`src/rtl/rndswitch_pkg.sv`:
```
// Shared types and helpers for the random segment switch framer.
package rndswitch_pkg;

  typedef enum logic {
    IDLE,
    RUN
  } state_t;

  function automatic int frame_w(input int nb_frames);
    return (nb_frames > 1) ? $clog2(nb_frames) : 1;
  endfunction

endpackage

```
`src/rtl/rndswitch_outreg.sv`:
```
// Valid/ready output register slice holding one frame (mask, index, last flag).
module rndswitch_outreg #(
  parameter int W  = 70,
  parameter int IW = 3
)(
  input  logic          clk,
  input  logic          rst_n,
  input  logic          flush,
  input  logic          load,
  input  logic [W-1:0]  mask_d,
  input  logic [IW-1:0] idx_d,
  input  logic          last_d,
  input  logic          out_ready,
  output logic          slot_free,
  output logic          out_valid,
  output logic [W-1:0]  out_mask,
  output logic [IW-1:0] out_idx,
  output logic          out_last
);

  assign slot_free = !out_valid || out_ready;

  // Data only changes on load, so a stalled frame stays stable.
  always_ff @(posedge clk or negedge rst_n) begin
    if (!rst_n) begin
      out_valid <= 1'b0;
      out_mask  <= '0;
      out_idx   <= '0;
      out_last  <= 1'b0;
    end else if (flush) begin
      out_valid <= 1'b0;
    end else if (load) begin
      out_valid <= 1'b1;
      out_mask  <= mask_d;
      out_idx   <= idx_d;
      out_last  <= last_d;
    end else if (out_ready) begin
      out_valid <= 1'b0;
    end
  end

endmodule

```
`src/rtl/rndswitch_framer.sv`:
```
// Emits NB_FRAMES masked frames (seg & rnd) per accepted segment bitmap.
// Define RNDSWITCH_COVER_EN to force every lit segment into the last frame if not yet shown.
module rndswitch_framer
  import rndswitch_pkg::*;
#(
  parameter int NB_SEGMENTS = 70,
  parameter int NB_FRAMES   = 8,
  localparam int FRAME_W    = frame_w(NB_FRAMES)
)(
  input  logic                   clk,
  input  logic                   rst_n,
  input  logic                   flush,
  input  logic                   in_valid,
  output logic                   in_ready,
  input  logic [NB_SEGMENTS-1:0] seg,
  input  logic                   rnd_valid,
  output logic                   rnd_ready,
  input  logic [NB_SEGMENTS-1:0] rnd,
  output logic                   out_valid,
  input  logic                   out_ready,
  output logic [NB_SEGMENTS-1:0] out_mask,
  output logic [FRAME_W-1:0]     out_idx,
  output logic                   out_last
);

  // One extra bit so the count after the last frame does not wrap.
  localparam int CNT_W = $clog2(NB_FRAMES + 1);

  state_t                 state, state_n;
  logic [CNT_W-1:0]       frame_cnt;
  logic [NB_SEGMENTS-1:0] seg_q;
  logic [NB_SEGMENTS-1:0] mask_d;
  logic                   slot_free;
  logic                   in_hs, rnd_hs, last_d;

  assign in_ready  = (state == IDLE) && !flush;
  assign rnd_ready = (state == RUN) && slot_free && !flush;
  assign in_hs     = in_valid && in_ready;
  assign rnd_hs    = rnd_valid && rnd_ready;
  assign last_d    = (frame_cnt == CNT_W'(NB_FRAMES - 1));

`ifdef RNDSWITCH_COVER_EN
  logic [NB_SEGMENTS-1:0] shown;

  assign mask_d = last_d ? (seg_q & (rnd | ~shown)) : (seg_q & rnd);

  always_ff @(posedge clk or negedge rst_n) begin
    if (!rst_n)      shown <= '0;
    else if (in_hs)  shown <= '0;
    else if (rnd_hs) shown <= shown | mask_d;
  end
`else
  assign mask_d = seg_q & rnd;
`endif

  always_ff @(posedge clk or negedge rst_n) begin
    if (!rst_n) begin
      state     <= IDLE;
      frame_cnt <= '0;
      seg_q     <= '0;
    end else begin
      state <= state_n;
      if (flush || in_hs) frame_cnt <= '0;
      else if (rnd_hs)    frame_cnt <= frame_cnt + 1'b1;
      if (in_hs) seg_q <= seg;
    end
  end

  always_comb begin
    state_n = state;
    if (flush) begin
      state_n = IDLE;
    end else begin
      case (state)
        IDLE:    if (in_hs) state_n = RUN;
        RUN:     if (rnd_hs && last_d) state_n = IDLE;
        default: state_n = IDLE;
      endcase
    end
  end

  rndswitch_outreg #(
    .W  (NB_SEGMENTS),
    .IW (FRAME_W)
  ) u_outreg (
    .clk       (clk),
    .rst_n     (rst_n),
    .flush     (flush),
    .load      (rnd_hs),
    .mask_d    (mask_d),
    .idx_d     (frame_cnt[FRAME_W-1:0]),
    .last_d    (last_d),
    .out_ready (out_ready),
    .slot_free (slot_free),
    .out_valid (out_valid),
    .out_mask  (out_mask),
    .out_idx   (out_idx),
    .out_last  (out_last)
  );

endmodule
```
`config.mk`:
```
export PLATFORM = sky130hd
export DESIGN_NAME = rndswitch_framer
export DESIGN_NICKNAME = d
export VERILOG_FILES = /design/src/rtl/rndswitch_pkg.sv /design/src/rtl/rndswitch_outreg.sv /design/src/rtl/rndswitch_framer.sv
export SDC_FILE = /design/constraint.sdc
export NUM_CORES = 1
export LEC_CHECK = 0
export CAP_MARGIN = 40
export CORE_MARGIN = 4
export CORE_UTILIZATION = 46
export DETAILED_ROUTE_END_ITERATION = 8
export GPL_ROUTABILITY_DRIVEN = 0
export PLACE_DENSITY = 0.81
export SETUP_SLACK_MARGIN = 0.1
export SLEW_MARGIN = 10
export SYNTH_ARGS = -nofsm -noshare
export SYNTH_HDL_FRONTEND = slang
export SYNTH_HIERARCHICAL = 1
export SYNTH_SLANG_ARGS = --single-unit
```
`constraint.sdc`:
```
create_clock -name clk -period 2.01 [get_ports clk]
set_clock_uncertainty 0.05 [all_clocks]
set_input_delay 0.402 -clock clk [delete_from_list [all_inputs] [get_ports clk]]
set_output_delay 0.402 -clock clk [all_outputs]
set_load 0.01 [all_outputs]
```
==> out/metrics.cfg <==
[yosys]
synth_top_area_cell = dfrtp_1
synth_cell_types = 27
synthFlopType = dfrtp_1
netlist_instances = 405
synth_warnings = 6
yosysSeqAreaShare_pct = 58.0
synth_most_common_cell = dfrtp_1
avgSynthCellArea_um2 = 16.0
synth.net_count = 552
syn_area_um2 = 6470
synth_async_sr_flop_share_pct = 100
netlist_top_cells_count = 150 x dfrtp_1, 79 x mux2_2, 71 x and2_1, 60 x mux2_4, 8 x buf_6
synth_top_area_share_pct = 58.0
synth-edff-count = 0
synth-seq-cells = 150
synthTopCellsByArea = dfrtp_1 58%, mux2_4 14%, mux2_2 14%, and2_1 6.9%, buf_12 2.2%

[grt]
antenna_found_initial = 0
grt_pass1_wl_um = 23400
grt_pass1_vias = 4603
gr-total-overflow = 0
grt_max_degree = 48
track_usage_pct = 18.4

[pwr]
seqPwrFrac_pct = 41.0
pwr-share-clk_pct = 33.2
vdd_drop_max_uv = 599
powerDensity_nw_per_um2 = 1070
combPwrFrac_pct = 25.7
intPower_w = 0.00768
p_leak_nw = 4.11
switching_power_w = 0.00242
total_power_w = 0.0101
switching_share_pct = 23.9

[drt]
drc_errors = 0
ant_nets = 0
drt_iter0_drc = 158
routedWlPerCell_um = 17.3
vias = 4072
drt-total-wl_um = 14500
via_per_inst = 4.88
first_pass_iters = 4

[place]
io_buffers = 222
hpwl_um = 10600
post-place-cells = 802

[clocking]
cts_buffer_depth = 2
htree_levels = 4
ctsRootBufferMaster = clkbuf_16
cts.sinks = 150
cts_tree = done
clk_pin_slew_ns = 0.06
numCtsBuffers = 17
clock_latency_ns = 0.41

[cells_and_area]
final-instance-count-excl-fill = 835
layout.nets = 789
final_util_pct = 68.4
seq_area_um2 = 3750
area_delta_synth_final_pct = 46.3
num_antenna_cells = 0
drive_gt1_share_pct = 28.9
multiInputGateArea_um2 = 2450
fill_cells = 943

[setup_path]
critPathCaptureType = register
cp_cell_sequence = clkdlybuf4s50_1, nand2b_1, and4b_1, nor2b_4, buf_12, mux2_2
setup.worst_path.start_class = input port
critical_path_class = input port to register
critPathSlowestCell = clkdlybuf4s50_1
arrival_ns = 2.13
critPathMaxFanout = 38
worstPathRequired_ns = 2.25
max_stage_delay_ns = 0.44

[sta]
fin_crit_sh_pct = 94.1
max_freq_mhz = 528
drv_slew = 0
hold_ws_ns = 0.428
worst_pin_slew_ns = 0.446
rsz0062_at_grt = yes
hold_viol = 0
fin_crit_ns = 1.89
maxSlewHeadroom_pct = 69.5
setup_viol = 0
tns_ns = 0

[die]
coreArea_um2 = 13800
io-pin-count = 223
fp-row-count = 43
dieHeight_um = 127
fp.dieArea_um2 = 16000
start_util_pct = 46.8
die_w_um = 127

[run]
cap_violations = 0

[hold_path]
hold_path.class = register to register

[outcome]
status = finished, final reports clean

## worst max-delay path: cells and delay by family
kind	cells	cell delay [ns]
AND/OR/NAND/NOR	3	0.60
multiplexers	1	0.38
buffers and inverters	2	0.73
## per-layer routing
metal	wire length [um]	GRT usage, %
met2	7170	31.0
met1	5930	22.2
met4	232	6.06
met5	0	0
met3	1150	6.44
## final timing paths
kind	from	cells past startpoint	slack [ns]	end
worst max-delay path	out_ready	6	0.12	u_outreg/out_mask[63]$_DFFE_PN0P_
worst min-delay path	seg_q[42]$_DFFE_PN0P_	1	0.43	seg_q[42]$_DFFE_PN0P_
worst max register to register	u_outreg/out_valid$_DFFE_PN0P_	5	0.18	u_outreg/out_mask[63]$_DFFE_PN0P_
worst min register to register	seg_q[42]$_DFFE_PN0P_	1	0.43	seg_q[42]$_DFFE_PN0P_
max in group asynchronous	rst_n	3	0.87	u_outreg/out_mask[29]$_DFFE_PN0P_
min in group asynchronous	rst_n	2	0.44	seg_q[40]$_DFFE_PN0P_
## power by group through the flow
stage	combinational [W]	sequential, W	clock [W]
global placement	0.00256	0.00414	0
finish	0.00260	0.00414	0.00335
detailed placement	0.00263	0.00418	0
CTS	0.00264	0.00415	0.00343
global route	0.00276	0.00423	0.00356
floorplan	0.00107	0.00429	0
## cells by family (layout without fill, tap and decap cells)
| family | count (synthesis) | in the layout | share of synthesized area, % |
|---|---|---|---|
| compound gates | 5 | 5 | 0.639 |
| mux | 146 | 146 | 28.9 |
| fa+ha+maj | 1 | 1 | 0.193 |
| flops | 150 | 150 | 58.0 |
| buf+inv | 20 | 270 | 4.08 |
| simple gates | 83 | 83 | 8.15 |
## final cells by class
type                    instances  area share [%]
repair buffers                235            25.2
clock inverters                12            1.84
flip-flops and latches        150            39.7
multi-input cells             235            25.9
well taps                     180            2.38
inverters                       3           0.119
clock buffers                  20            4.83
## metrics by stage
stage | setup slack (ns) | instance area (um2)
2_1_floorplan | 0.264 | 6470
3_3_place_gp | -0.235 | 8830
3_5_place_dp | -0.269 | 8830
4_1_cts | 0.0443 | 9470
5_1_grt | 0.0484 | 9460
6_report | 0.118 | 9460
## cells in the final DEF (no fill, tap or decap), types with 2 or more instances in the layout
cell and n:
clkdlybuf4s50_1 219, bufinv_16 4, a31o_1 2, and2_1 70
clkbuf_8 2, clkbuf_16 17, clkinv_4 2, inv_1 3
clkbuf_2 2, buf_4 6, mux2_4 60, nor2_1 2
buf_12 6, clkinv_2 4, dfrtp_1 150, mux2_2 79
mux2_1 6
## registers in the layout, indices dropped and copies added (netlist names)
signal / cells
u_outreg/out_valid: 1
frame_cnt: 4
seg_q: 70
u_outreg/out_last: 1
u_outreg/out_mask: 70
u_outreg/out_idx: 3
state: 1
## timing repair
item	in CTS	in global routing
hold buffers	1	0
endpoints found under the hold margin	39	0
resized for setup	2	4
setup endpoints to repair	2	56
cloned	0	0
setup buffers	0	0
Power figures use the tool's default switching activity.
